$ cat config.mk
export PLATFORM = sky130hd
export DESIGN_NAME = mult_div_unit
export DESIGN_NICKNAME = d
export VERILOG_FILES = /design/src/rtl/mult_div_unit.sv
export SDC_FILE = /design/constraint.sdc
export NUM_CORES = 1
export LEC_CHECK = 0
export ABC_AREA = 0
export CORE_MARGIN = 5
export CORE_UTILIZATION = 40
export DETAILED_ROUTE_END_ITERATION = 6
export PLACE_DENSITY = 0.69
export SLEW_MARGIN = 20
export SYNTH_ARGS = -nofsm -noshare
export SYNTH_HDL_FRONTEND = slang
export SYNTH_SLANG_ARGS = --single-unit
$ cat constraint.sdc
create_clock -name clock -period 6.5 [get_ports clock]
set_clock_uncertainty 0.05 [all_clocks]
set_input_delay 0.65 -clock clock [delete_from_list [all_inputs] [get_ports clock]]
set_output_delay 0.65 -clock clock [all_outputs]
set_load 0.01 [all_outputs]
$ cat src/rtl/mult_div_unit.sv
// mult_div_unit: iterative signed multiply/divide for the execute stage.
// MULT uses shift-add and DIV uses restoring division. Both work on operand
// magnitudes, one bit per edge for WIDTH edges, with the sign applied at the end.
// Optional build macro MULTDIV_EARLY_DIV0_EN: a divide by zero skips RUN and
// completes after a single edge.
module mult_div_unit #(
    parameter int WIDTH = 32
) (
    input  logic             clock,
    input  logic             reset,
    input  logic [WIDTH-1:0] data_operandA,
    input  logic [WIDTH-1:0] data_operandB,
    input  logic             ctrl_MULT,
    input  logic             ctrl_DIV,
    output logic [WIDTH-1:0] data_result,
    output logic             data_exception,
    output logic             data_resultRDY,
    output logic             busy
);
    localparam int CW = $clog2(WIDTH);

    typedef enum logic [1:0] {IDLE, RUN, DONE} state_t;

    state_t             state_q, state_d;
    logic [CW-1:0]      cnt_q, cnt_d;
    logic               is_div_q, is_div_d;
    logic               neg_q, neg_d;
    logic               skip_q, skip_d;      // DONE was entered without RUN (early div0)
    logic [WIDTH-1:0]   mcand_q, mcand_d;    // multiplicand / divisor magnitude
    logic [2*WIDTH-1:0] acc_q, acc_d;        // product accumulator; low half = dividend/quotient
    logic [WIDTH-1:0]   rem_q, rem_d;        // partial remainder (always < divisor)
    logic [WIDTH-1:0]   result_q, result_d;
    logic               exc_q, exc_d;
    logic               rdy_q, rdy_d;

    logic [WIDTH-1:0]   a_mag, b_mag, addend, qmag;
    logic [WIDTH:0]     sum, r;
    logic [2*WIDTH-1:0] prod;
    logic               ge;

    // Magnitudes are unsigned, so 0x80000000 maps to 2^31 without overflow
    assign a_mag = data_operandA[WIDTH-1] ? -data_operandA : data_operandA;
    assign b_mag = data_operandB[WIDTH-1] ? -data_operandB : data_operandB;

    assign data_result    = result_q;
    assign data_exception = exc_q;
    assign data_resultRDY = rdy_q;
    assign busy           = (state_q == RUN) || (state_q == DONE && !skip_q) || rdy_q;

    // Next-state, datapath iteration and sign fixup
    always_comb begin
        state_d  = state_q;
        cnt_d    = cnt_q;
        is_div_d = is_div_q;
        neg_d    = neg_q;
        skip_d   = skip_q;
        mcand_d  = mcand_q;
        acc_d    = acc_q;
        rem_d    = rem_q;
        result_d = result_q;
        exc_d    = exc_q;
        rdy_d    = 1'b0;
        addend   = '0;
        sum      = '0;
        r        = '0;
        ge       = 1'b0;
        qmag     = '0;
        prod     = '0;
        case (state_q)
            IDLE: begin
                if (ctrl_MULT || ctrl_DIV) begin
                    is_div_d = !ctrl_MULT;  // MULT wins a tie
                    neg_d    = data_operandA[WIDTH-1] ^ data_operandB[WIDTH-1];
                    cnt_d    = '0;
                    rem_d    = '0;
                    skip_d   = 1'b0;
                    state_d  = RUN;
                    if (ctrl_MULT) begin
                        mcand_d = a_mag;
                        acc_d   = {{WIDTH{1'b0}}, b_mag};
                    end else begin
                        mcand_d = b_mag;
                        acc_d   = {{WIDTH{1'b0}}, a_mag};
`ifdef MULTDIV_EARLY_DIV0_EN
                        if (data_operandB == '0) begin
                            state_d = DONE;
                            skip_d  = 1'b1;
                        end
`endif
                    end
                end
            end
            RUN: begin
                if (is_div_q) begin
                    // Bring in the next dividend bit MSB first; subtract if it fits
                    r  = {rem_q, acc_q[WIDTH-1]};
                    ge = (r >= {1'b0, mcand_q});
                    rem_d = ge ? WIDTH'(r - {1'b0, mcand_q}) : r[WIDTH-1:0];
                    acc_d[WIDTH-1:0] = {acc_q[WIDTH-2:0], ge};
                end else begin
                    // Add multiplicand when the current multiplier LSB is set, shift right
                    addend = acc_q[0] ? mcand_q : '0;
                    sum    = {1'b0, acc_q[2*WIDTH-1:WIDTH]} + {1'b0, addend};
                    acc_d  = {sum, acc_q[WIDTH-1:1]};
                end
                cnt_d = cnt_q + CW'(1);
                if (cnt_q == CW'(WIDTH-1))
                    state_d = DONE;
            end
            DONE: begin
                rdy_d   = 1'b1;
                state_d = IDLE;
                if (is_div_q) begin
                    qmag = acc_q[WIDTH-1:0];
                    if (mcand_q == '0) begin
                        result_d = '0;
                        exc_d    = 1'b1;
                    end else if (neg_q && qmag != '0) begin
                        result_d = -qmag;
                        exc_d    = 1'b0;
                    end else begin
                        // A positive 2^31 quotient cannot be represented
                        result_d = qmag;
                        exc_d    = qmag[WIDTH-1];
                    end
                end else begin
                    prod     = neg_q ? -acc_q : acc_q;
                    result_d = prod[WIDTH-1:0];
                    exc_d    = !((&prod[2*WIDTH-1:WIDTH-1]) || !(|prod[2*WIDTH-1:WIDTH-1]));
                end
            end
            default: state_d = IDLE;
        endcase
    end

    // State and datapath registers; reset aborts any operation in flight
    always_ff @(posedge clock) begin
        if (reset) begin
            state_q  <= IDLE;
            cnt_q    <= '0;
            is_div_q <= 1'b0;
            neg_q    <= 1'b0;
            skip_q   <= 1'b0;
            mcand_q  <= '0;
            acc_q    <= '0;
            rem_q    <= '0;
            result_q <= '0;
            exc_q    <= 1'b0;
            rdy_q    <= 1'b0;
        end else begin
            state_q  <= state_d;
            cnt_q    <= cnt_d;
            is_div_q <= is_div_d;
            neg_q    <= neg_d;
            skip_q   <= skip_d;
            mcand_q  <= mcand_d;
            acc_q    <= acc_d;
            rem_q    <= rem_d;
            result_q <= result_d;
            exc_q    <= exc_d;
            rdy_q    <= rdy_d;
        end
    end
endmodule

==> flow_summary.yaml <==
drt:
  route.detailed.drc: 0
  avgViaCountPerCell: 5.954
  avgRoutedWirePerCell_um: 18.78
  vias: 14450
  first_pass_iters: 5
  postRouteAntennaNets: 0
  first_iter_violations: 1401
  wirelength_um: 45590
grt:
  grt_pass1_wl_um: 72500
  antenna_found_initial: 0
  busiest_layer: "met2"
  grt.met2_usage_pct: 34.78
  overflow: 0
  use_met3_pct: 3.963
  gr-usage-all-layers_pct: 22.71
  grt_pass1_vias: 13250
  grt_max_degree: 76
  grt_use_met1_pct: 32.20
clock_tree:
  cts_max_path_buffers: 2
  cts_root_buf: "clkbuf_16"
  ctsHtreeMaxLevel: 4
  cts.sinks: 171
  tritoncts: "done"
  cts_resized: 0
  clk_latency_ps: 440
  cts_hold_buf: 0
  path_clk_slew_ps: 80
  post_cts_buffers: 0
  numCtsBuffers: 17
pwr:
  power_leakage_uw: 0.006099
  ir_drop_uv: 187.7
  p_per_area_mw_per_mm2: 201.7
  power_uw: 3229
die:
  initial_core_util_pct: 40.30
  std_cell_rows: 69
  die_h_um: 198.6
  ios: 103
  dieArea_mm2: 0.03945
  core_mm2: 0.03531
  fp.dieW_um: 198.6
synthesis:
  synth_warnings: 0
  syn_nets: 2080
  muxShareOfSynthArea_pct: 3.508
  syn_area_mm2: 0.01423
  yosysUniqueCellTypes: 85
  synth-simple-area-share_pct: 24.04
  synth.avg_cell_area_um2: 7.343
  synth_edf_count: 0
  synthCells: 1938
  synth_top_family_by_area: "compound AO/OA/AOI/OAI gates"
  synth_xor_area_share_pct: 9.232
  synth_seq_area_share_pct: 24.05
  async_reset_ff_share_pct: 0
  synth_fa_ha_area_share_pct: 6.612
  synth_seq_cells: 171
  ys.flop_type: "dfxtp_1"
  synth_compound_gate_area_share_pct: 26.63
timing:
  tightest_slew_ps: 1090
  min_period_ps: 4578
  rsz0062_at_grt: "no"
  setup_tns_ps: 0
  maxSlewViolCount: 0
  fmaxAchievable_mhz: 218.4
  hold_ws_ps: 412.2
  finalHoldViolCount: 0
  finalSetupViolCount: 0
  slew_headroom_pct: 27.08
  fin_crit_sh_pct: 70.43
setup_path:
  start_kind: "flip-flop"
  critPathSlowestCell: "nor2_1"
  crit_required_ps: 6760
  timing.critical_path.buf_inv: 1
  cpMostUsedCell: "nor2_1"
  critical_path_class: "flip-flop to flip-flop"
  end_kind: "flip-flop"
  crit_arrival_ps: 4840
  cp_top_family: "simple AND/OR/NAND/NOR gates"
  path_cells: "inv_1 > ha_1 > or3b_1 > nor4b_1 > nand4_1 > or3_1 > nor2_1 > nor2_1 > mux2i_1 > nor2_1 > a21oi_1 > nor2_1"
  cp_max_fo: 31
  slowest_delay_ps: 810
layout:
  nets: 2095
  area_delta_synth_final_pct: 12.50
  drive_above_1_share_pct: 5.951
  antenna-diode-count: 0
placement:
  hpwlAfterDp_um: 34730
  port_buffers: 102
  gp_congestion: 0.9290
status:
  outcome: "completed"
flow_run:
  cap_violations: 0
min_path:
  hp-class: "flip-flop to flip-flop"
==> flip-flops by register name, summed over array words and instances, names as in the netlist <==
name            count
neg_q               1
state_q             2
cnt_q               5
rem_q              32
data_exception      1
acc_q              64
data_resultRDY      1
mcand_q            32
is_div_q            1
data_result        32
==> synth_stat cells (33+ instances only) <==
| cell | instances | area share, % |
|---|---|---|
| inv_1 | 71 | 1.9 |
| ha_1 | 72 | 6.3 |
| xor2_1 | 68 | 4.2 |
| nor3_1 | 50 | 1.8 |
| clkbuf_1 | 101 | 2.7 |
| dfxtp_1 | 171 | 24 |
| xnor2_1 | 82 | 5.0 |
| nor2_1 | 244 | 6.4 |
| a21oi_1 | 177 | 6.2 |
| o21ai_0 | 111 | 3.9 |
| a211oi_1 | 37 | 2.0 |
| mux2i_1 | 33 | 2.3 |
| o31ai_1 | 39 | 2.1 |
| nand2_1 | 201 | 5.3 |
==> layer usage <==
metal | vias to the layer above | wire, um
met5 | - | 0
met4 | 0 | 1526
met3 | 90 | 3436
met2 | 535 | 19700
met1 | 6758 | 20920
li1 | 7068 | -
==> stage by stage <==
step,cell area [um2],cells,worst slack (ps),util (%)
6_report,16010,2427,1922,45.34
5_1_grt,16010,2427,1505,45.34
4_1_cts,16010,2427,1962,45.33
3_5_place_dp,15410,2395,1984,43.65
3_3_place_gp,15410,2395,2127,43.65
2_1_floorplan,14230,1938,2866,-
==> layout by cell type (no fill, tap or decap), types with 19 or more instances in the layout <==
| master | n |
|---|---|
| a211oi_1 | 37 |
| a21o_1 | 22 |
| a21oi_1 | 176 |
| a22oi_1 | 28 |
| a31oi_1 | 19 |
| clkdlybuf4s50_1 | 99 |
| dfxtp_1 | 169 |
| ha_1 | 72 |
| inv_1 | 71 |
| mux2i_1 | 33 |
| nand2_1 | 201 |
| nand2b_1 | 20 |
| nand3_1 | 28 |
| nand4_1 | 20 |
| nor2_1 | 242 |
| nor3_1 | 50 |
| nor4_1 | 26 |
| o211ai_1 | 24 |
| o21ai_0 | 110 |
| o31ai_1 | 39 |
| or3_1 | 25 |
| xnor2_1 | 82 |
| xor2_1 | 68 |
==> power by group <==
| part | switching (uW) | internal, uW |
|---|---|---|
| clock | 512 | 524 |
| combinational | 610 | 365 |
| sequential | 113 | 1110 |
==> path summary, 6_finish.rpt <==
check / cells after the start / slack (ps) / start / end
setup / recovery: 12 / 1920 / acc_q[0] / data_result[9]
hold reg to reg: 2 / 410 / data_result[4] / data_result[4]
hold / removal: 2 / 410 / data_result[4] / data_result[4]
setup reg to reg: 12 / 1920 / acc_q[0] / data_result[9]
==> layout make-up <==
class	instances	area [um2]
clock buffers	18	439.2
clock inverters	14	153.9
well taps	461	576.8
fillers	3519	19300
flip-flops and latches	171	3426
multi-input cells	1571	10010
inverters	74	277.8
repair buffers	118	1129
==> worst min-delay path, stage by stage, from the launching register on <==
cell     delay [ps]
dfxtp_1         310
nand2_1          60
a21oi_1          50
==> logic make-up (layout without fill, tap and decap cells) <==
kind of cell | after synthesis | after routing
flops | 171 | 171
fa+ha+maj | 74 | 74
xor+xnor | 150 | 150
mux | 48 | 48
simple gates | 712 | 712
buf+inv | 196 | 224
compound gates | 587 | 587
No activity file was read; power rests on OpenSTA's default activity.
